## config.mk

```make
export PLATFORM = sky130hd
export DESIGN_NAME = operand_fetch_flat
export DESIGN_NICKNAME = d
export VERILOG_FILES = /design/src/rtl/operand_fetch_if.sv /design/src/rtl/operand_fetch.sv /design/src/flat_wrapper.sv
export SDC_FILE = /design/constraint.sdc
export NUM_CORES = 1
export LEC_CHECK = 0
export BUFFER_PORTS_ARGS = -buffer_cell sky130_fd_sc_hd__buf_2
export CORE_MARGIN = 2
export CORE_UTILIZATION = 35
export DETAILED_ROUTE_END_ITERATION = 8
export GPL_TIMING_DRIVEN = 0
export MAX_ROUTING_LAYER = met4
export PLACE_DENSITY_LB_ADDON = 0.1
export SLEW_MARGIN = 0
export SYNTH_ARGS = -nofsm -noshare
export SYNTH_HDL_FRONTEND = slang
export SYNTH_SLANG_ARGS = --single-unit
```

## constraint.sdc

```tcl
create_clock -name clk -period 5.4 [get_ports clk]
set_clock_uncertainty 0.1 [all_clocks]
set_input_delay 0.81 -clock clk [delete_from_list [all_inputs] [get_ports clk]]
set_output_delay 0.81 -clock clk [all_outputs]
set_load 0.03 [all_outputs]
```

## src/rtl/operand_fetch_if.sv

```systemverilog
// operand_fetch_if -- bundle of every non-clock signal of the operand fetch stage.
//
// Signals:
//   in_valid/in_ready/in_insn    upstream instruction handshake
//   rs1/rs2                      register file read addresses (from the stage)
//   reg_rs1/reg_rs2              register file read data (one cycle after address)
//   wen/waddr/wdata              writeback port, snooped by the stage
//   out_valid/out_ready          downstream handshake
//   out_insn/out_op1/out_op2     held instruction and operands
//
// Modports:
//   slave  -- the operand_fetch stage itself
//   master -- its environment (upstream, register file, writeback, downstream)
interface operand_fetch_if;
  logic        in_valid;
  logic        in_ready;
  logic [31:0] in_insn;
  logic [4:0]  rs1;
  logic [4:0]  rs2;
  logic [31:0] reg_rs1;
  logic [31:0] reg_rs2;
  logic        wen;
  logic [4:0]  waddr;
  logic [31:0] wdata;
  logic        out_valid;
  logic        out_ready;
  logic [31:0] out_insn;
  logic [31:0] out_op1;
  logic [31:0] out_op2;

  modport slave (
    input  in_valid, in_insn, reg_rs1, reg_rs2, wen, waddr, wdata, out_ready,
    output in_ready, rs1, rs2, out_valid, out_insn, out_op1, out_op2
  );

  modport master (
    output in_valid, in_insn, reg_rs1, reg_rs2, wen, waddr, wdata, out_ready,
    input  in_ready, rs1, rs2, out_valid, out_insn, out_op1, out_op2
  );
endinterface

```

## src/rtl/operand_fetch.sv

```systemverilog
// operand_fetch -- pipeline stage that reads both source operands of an
// instruction from a registered-read register file and hands the instruction
// plus operands downstream.
//
// Ports:
//   clk    sole clock, rising edge
//   reset  asynchronous, active-high reset
//   bus    operand_fetch_if.slave (handshakes, regfile port, writeback snoop)
//
// Flow: IDLE --accept--> READ (one cycle, regfile data arrives) --> VALID
// (operands held until out_ready). A new instruction may be accepted in the
// same cycle the held one is handed off, giving one instruction per 2 cycles.
//
// Configuration macro: OPERAND_FETCH_BYPASS_EN
//   defined   -- writeback writes to a source register in flight are forwarded
//                (write at accept edge, at READ-end edge, and while held).
//   undefined -- no snooping; operands come from reg_rs1/reg_rs2 only.
module operand_fetch (
  input  logic           clk,
  input  logic           reset,
  operand_fetch_if.slave bus
);

  typedef enum logic [1:0] {
    IDLE  = 2'd0,
    READ  = 2'd1,
    VALID = 2'd2
  } state_t;

  state_t      state;
  logic [31:0] insn;
  logic [31:0] out_insn;
  logic [31:0] out_op1;
  logic [31:0] out_op2;
  logic [31:0] op1_next;
  logic [31:0] op2_next;
  logic        in_ready;
  logic        accept;

`ifdef OPERAND_FETCH_BYPASS_EN
  // Writes seen at the accept edge, replayed at the end of READ because the
  // register file read launched at that same edge returns the stale value.
  logic        fwd1_valid;
  logic        fwd2_valid;
  logic [31:0] fwd1_data;
  logic [31:0] fwd2_data;

  function automatic logic wb_hit(input logic wen, input logic [4:0] waddr,
                                  input logic [4:0] rs);
    return wen & (waddr != 5'd0) & (waddr == rs);
  endfunction
`else
  logic unused_wb;
  assign unused_wb = ^{bus.wen, bus.waddr, bus.wdata};
`endif

  // Gating with reset keeps the stage from advertising readiness while held.
  assign in_ready = ~reset & ((state == IDLE) | ((state == VALID) & bus.out_ready));
  assign accept   = bus.in_valid & in_ready;

  // Address the regfile from the incoming word while it can be sampled,
  // otherwise keep presenting the in-flight instruction's sources.
  assign bus.rs1 = in_ready ? bus.in_insn[19:15] : insn[19:15];
  assign bus.rs2 = in_ready ? bus.in_insn[24:20] : insn[24:20];

  assign bus.in_ready  = in_ready;
  assign bus.out_valid = (state == VALID);
  assign bus.out_insn  = out_insn;
  assign bus.out_op1   = out_op1;
  assign bus.out_op2   = out_op2;

  // Operand values to capture at the end of READ; newest write wins.
  always_comb begin
    op1_next = 32'd0;
    op2_next = 32'd0;
    if (insn[19:15] == 5'd0) begin
      op1_next = 32'd0;
    end
`ifdef OPERAND_FETCH_BYPASS_EN
    else if (wb_hit(bus.wen, bus.waddr, insn[19:15])) begin
      op1_next = bus.wdata;
    end else if (fwd1_valid) begin
      op1_next = fwd1_data;
    end
`endif
    else begin
      op1_next = bus.reg_rs1;
    end

    if (insn[24:20] == 5'd0) begin
      op2_next = 32'd0;
    end
`ifdef OPERAND_FETCH_BYPASS_EN
    else if (wb_hit(bus.wen, bus.waddr, insn[24:20])) begin
      op2_next = bus.wdata;
    end else if (fwd2_valid) begin
      op2_next = fwd2_data;
    end
`endif
    else begin
      op2_next = bus.reg_rs2;
    end
  end

`ifdef OPERAND_FETCH_BYPASS_EN
  // Forward latches: record a write to a source at the accept edge.
  always_ff @(posedge clk or posedge reset) begin
    if (reset) begin
      fwd1_valid <= 1'b0;
      fwd2_valid <= 1'b0;
      fwd1_data  <= 32'd0;
      fwd2_data  <= 32'd0;
    end else if (accept) begin
      fwd1_valid <= wb_hit(bus.wen, bus.waddr, bus.in_insn[19:15]);
      fwd2_valid <= wb_hit(bus.wen, bus.waddr, bus.in_insn[24:20]);
      fwd1_data  <= bus.wdata;
      fwd2_data  <= bus.wdata;
    end else if (state == READ) begin
      fwd1_valid <= 1'b0;
      fwd2_valid <= 1'b0;
    end else begin
      fwd1_valid <= fwd1_valid;
      fwd2_valid <= fwd2_valid;
    end
  end
`endif

  // Stage sequencer with registered instruction and operand outputs.
  always_ff @(posedge clk or posedge reset) begin
    if (reset) begin
      state    <= IDLE;
      insn     <= 32'd0;
      out_insn <= 32'd0;
      out_op1  <= 32'd0;
      out_op2  <= 32'd0;
    end else begin
      case (state)
        IDLE: begin
          if (accept) begin
            insn  <= bus.in_insn;
            state <= READ;
          end else begin
            state <= IDLE;
          end
        end
        READ: begin
          out_insn <= insn;
          out_op1  <= op1_next;
          out_op2  <= op2_next;
          state    <= VALID;
        end
        VALID: begin
`ifdef OPERAND_FETCH_BYPASS_EN
          // Held operands track later writes to their source registers.
          if (wb_hit(bus.wen, bus.waddr, out_insn[19:15])) begin
            out_op1 <= bus.wdata;
          end else begin
            out_op1 <= out_op1;
          end
          if (wb_hit(bus.wen, bus.waddr, out_insn[24:20])) begin
            out_op2 <= bus.wdata;
          end else begin
            out_op2 <= out_op2;
          end
`endif
          if (accept) begin
            insn  <= bus.in_insn;
            state <= READ;
          end else if (bus.out_ready) begin
            state <= IDLE;
          end else begin
            state <= VALID;
          end
        end
        default: begin
          state <= IDLE;
        end
      endcase
    end
  end

endmodule

```

## src/flat_wrapper.sv

```systemverilog
// flat-port wrapper written by rule: the top's interface ports become plain ports
module operand_fetch_flat 
  (clk, reset, bus_in_valid, bus_in_insn, bus_reg_rs1, bus_reg_rs2, bus_wen, bus_waddr, bus_wdata, bus_out_ready, bus_in_ready, bus_rs1, bus_rs2, bus_out_valid, bus_out_insn, bus_out_op1, bus_out_op2);
  operand_fetch_if bus_i ();
  input  logic clk;
  input  logic reset;
  input wire logic [$bits(bus_i.in_valid)-1:0] bus_in_valid;
  input wire logic [$bits(bus_i.in_insn)-1:0] bus_in_insn;
  input wire logic [$bits(bus_i.reg_rs1)-1:0] bus_reg_rs1;
  input wire logic [$bits(bus_i.reg_rs2)-1:0] bus_reg_rs2;
  input wire logic [$bits(bus_i.wen)-1:0] bus_wen;
  input wire logic [$bits(bus_i.waddr)-1:0] bus_waddr;
  input wire logic [$bits(bus_i.wdata)-1:0] bus_wdata;
  input wire logic [$bits(bus_i.out_ready)-1:0] bus_out_ready;
  output wire logic [$bits(bus_i.in_ready)-1:0] bus_in_ready;
  output wire logic [$bits(bus_i.rs1)-1:0] bus_rs1;
  output wire logic [$bits(bus_i.rs2)-1:0] bus_rs2;
  output wire logic [$bits(bus_i.out_valid)-1:0] bus_out_valid;
  output wire logic [$bits(bus_i.out_insn)-1:0] bus_out_insn;
  output wire logic [$bits(bus_i.out_op1)-1:0] bus_out_op1;
  output wire logic [$bits(bus_i.out_op2)-1:0] bus_out_op2;
  assign bus_i.in_valid = bus_in_valid;
  assign bus_i.in_insn = bus_in_insn;
  assign bus_i.reg_rs1 = bus_reg_rs1;
  assign bus_i.reg_rs2 = bus_reg_rs2;
  assign bus_i.wen = bus_wen;
  assign bus_i.waddr = bus_waddr;
  assign bus_i.wdata = bus_wdata;
  assign bus_i.out_ready = bus_out_ready;
  assign bus_in_ready = bus_i.in_ready;
  assign bus_rs1 = bus_i.rs1;
  assign bus_rs2 = bus_i.rs2;
  assign bus_out_valid = bus_i.out_valid;
  assign bus_out_insn = bus_i.out_insn;
  assign bus_out_op1 = bus_i.out_op1;
  assign bus_out_op2 = bus_i.out_op2;
  operand_fetch u_core (.clk(clk), .reset(reset), .bus(bus_i));
endmodule
```

# == Word level (Yosys, flattened, before mapping) ==
# Index checks and enable logic that the tools add are counted.
# totals
reg_bits,130
inputBits,138
wordCells,25
# classes
muxes,8
eq_ne,2
bitwise_logic,5
reduce_logical,5
# ops
cell,count
2-to-1 mux 32 bit,2
logical NOT 5 bit,2
2-to-1 mux 5 bit,2
case mux 2 bit (3 select lines),1
2-to-1 mux 2 bit,2
AND 1 bit,3
"== test 2 x 1 -> 1 bit, second input constant",1
"== test 2 bit, second input constant",1
logical NOT 2 bit,1
AND reduction 2 bit,1
OR reduction 2 bit,1
2-to-1 mux 1 bit,1
NOT 1 bit,1
bitwise OR 1 bit,1

# == Depth between registers and ports, before layout ==
# depth
depth_word,7
depth_mapped,6
depth_no_buf,3

# == Least setup slack after synthesis ==
# OpenSTA, ideal clock, no wires.
# synth_path
path_type,input port to output port
from,input port bus_out_ready
to,output port bus_rs1[0]
path_buffers,1
path_slack_ps,2826
path_stages,4
t_arrival_ps,1664
path_cell_list,nand2b_1 -> nand2_1 -> buf_2 -> mux2_2
# synth_between
elab_chain_cells,4
# synth_lines
element,line,rtl
from (decl),flat_wrapper.sv:14,input wire logic [$bits(bus_i.out_ready)-1:0] bus_out_ready;
AND 1 bit,operand_fetch.sv:58,assign in_ready = ~reset & ((state == IDLE) | ((state == VALID) & bus.out_ready));
bitwise OR 1 bit,operand_fetch.sv:58,
AND 1 bit,operand_fetch.sv:58,
2-to-1 mux 5 bit,operand_fetch.sv:63,assign bus.rs1 = in_ready ? bus.in_insn[19:15] : insn[19:15];
to (decl),flat_wrapper.sv:16,output wire logic [$bits(bus_i.rs1)-1:0] bus_rs1;
# Every way passes these cells.

# == Final worst setup path ==
# layout_path
from,input port bus_out_ready
to,output port bus_rs1[4]
# The elaborated chain is that of the path after synthesis.

==> results.toml <==
[run_status]
run_status = "finished clean"

[sta]
fmax_mhz = 348
worst_pin_slew_ns = 0.501
fin_crit_ns = 2.88
rsz0062_at_grt = "no"
finalCritPeriodShare_pct = 53.3
drv_slew = 0
postLayoutSetupSlackWorst_ns = 2.52
setup_violations = 0
hold_viol = 0
finalSetupTns_ns = 0
max_slew_margin_pct = 66.6

[cts]
ctsHoldBuffers = 0
numClockSinks = 130
htreeDepth = 4
clkLatencyLatePin_ns = 0.41
numCtsBuffers = 17
clkTransAtPathRegs_ns = 0.05
ctsResizeCount = 0
clockBufferDepth = 2
cts_root_buf = "clkbuf_16"
postCtsSetupBuffers = 0
cts_tree = "yes"

[drt]
routed.top_layer = "met4"
wl_met1_microns = 6030
wl_microns = 13700
viasPerCell = 4.61
dr.pass1.iters = 4
wire_per_inst_microns = 14.7
drtIter0Drc = 191
wl_met3_microns = 907
vias = 4289
antenna_left = 0
wl_met2_microns = 6480
drc = 0

[placed_design]
numPortBuffers = 207
placed_area_sq_um = 6480
gp_congestion = 0.857
dp_hpwl_microns = 9910
pre_cts_ws_ns = 2.52
place_inst = 899

[worst_setup_path]
crit_cells = 6
critPathMaxFanout = 10
crit_family = "buffers and inverters"
crit_required_ns = 4.49
crit_slowest_cell = "mux2_2"
cp.arrival_ns = 1.97
worstReg2RegEnd = "u_core.insn[2]"
path_buf_inv = 3
critPathMostFrequentCell = "buf_2"
startpoint_type = "primary input"
path_class = "in -> out"
reg2reg_depth = 4
critPathCaptureType = "output port"
crit_path_cell_trace = "buf_2, nand2b_1, nand2_1, buf_2, mux2_2, buf_2"
rrSetupSlack_ns = 3.72
slowest_delay_ns = 0.37
r2r_start = "u_core.state[1]"

[worst_hold_path]
hp-class = "in -> async"

[floorplan]
core.rowCount = 44
fp.dieArea_sq_um = 15800
die_x_microns = 126
ioPinCount = 246
die_h_microns = 126
core_area_sq_um = 14500
start_util_pct = 35.8

[final_layout]
final_common_cell = "buf_2"
layout.nets = 872
final_cell_mix = "buf_2 (226), nand2_1 (225), dfrtp_1 (130)"
final_area_sq_um = 7090
drive_gt1_share_pct = 41.6
area_growth_pct = 37.0
n_antenna_cell = 0
postLayoutCoreUtil_pct = 49.0
instances_no_fill = 931

[synthesis]
synth.distinct_cells = 16
synth-seq-area-share_pct = 62.8
synth_fp_nets = 645
syn_area_sq_um = 5180
ys_ff_latch = 130
synth_area_per_cell_sq_um = 10.2
synth-warning-count = 0
syn-instance-count = 507

[grt]
grt_use_total_pct = 18.5
grt_pass1_vias = 4375
grt_pass1_wl_microns = 22100
antenna_found_initial = 0
grt_remaining_overflow = 0
grt_max_degree = 96

[pwr]
pwr_density_cell_nw_per_um2 = 520
leakage_nw = 3.70
ir_drop_mv = 0.210

[flow_run]
maxCapViolCount = 0
==> metrics by stage <==
step	hold WS, ns	total power [mW]
final	0.296	3.69
after global routing	0.305	3.89
after CTS	0.295	3.74
after detailed placement	0.347	2.54
after global placement	0.340	2.52
after floorplan	0.333	2.15
==> worst max-delay path by stage <==
| stage | start | endpoint | slack [ns] |
|---|---|---|---|
| finish | bus_out_ready | bus_rs1[4] | 2.52 |
| global route | bus_out_ready | bus_rs1[4] | 2.44 |
| CTS | bus_out_ready | bus_rs1[0] | 2.51 |
| detailed placement | bus_out_ready | bus_rs1[0] | 2.52 |
| global placement | reset | u_core.bus.out_op2[10] | -0.55 |
| floorplan | reset | u_core.bus.out_insn[0] | 1.02 |
==> synthesized netlist by cell type <==
cell,number,area share [%]
nand2_1,225,16
nor2_1,1,0.072
o21ai_0,57,5.5
o21ai_1,8,0.77
nand2b_1,2,0.24
dfrtp_1,130,63
clkbuf_1,6,0.43
nor2b_1,2,0.24
nor2_4,2,0.43
buf_6,6,1.3
buf_4,1,0.15
inv_1,3,0.22
or4_4,2,0.43
buf_2,19,1.8
mux2_2,42,9.1
nand3_1,1,0.097
==> kinds of logic after synthesis <==
family	count (synthesis)	synth area share [%]
AOI/OAI and AO/OA	65	6.28
muxes	42	9.13
DFF	130	62.8
and+or+nand+nor	235	17.8
buffers and inverters	35	3.94
==> report_power, final <==
part	internal [mW]	switching (mW)	leakage (nW)
Combinational	0.341	0.784	1.82
Clock	0.772	0.408	0.295
Sequential	1.24	0.144	1.59
==> layout make-up <==
| cell class | count | area [sq um] |
|---|---|---|
| fillers | 1403 | 7390 |
| flip-flops and latches | 130 | 3250 |
| multi-input cells | 342 | 1720 |
| repair buffers | 208 | 1060 |
| clock buffers | 23 | 488 |
| well taps | 184 | 230 |
| plain buffers | 32 | 193 |
| clock inverters | 9 | 128 |
| inverters | 3 | 16.3 |
==> registers in the layout, summed over array words and instances, names as in the netlist <==
signal / cells
u_core.bus.out_insn: 32
u_core.state: 2
u_core.insn: 32
u_core.bus.out_op2: 32
u_core.bus.out_op1: 32
==> worst reg2reg max path, delay by kind of cell (launching register included) <==
family / cells / cell delay, ns
buffers and inverters: 1 / 0.34
flip-flops: 1 / 0.39
multiplexers: 1 / 0.37
AND/OR/NAND/NOR: 2 / 0.37
==> layer usage <==
layer / vias up / global-route usage, %
met5: - / -
met4: 0 / 7.39
met3: 23 / 5.35
met2: 151 / 29.2
met1: 2036 / 22.5
li1: 2079 / -
Power figures use the tool's default switching activity.
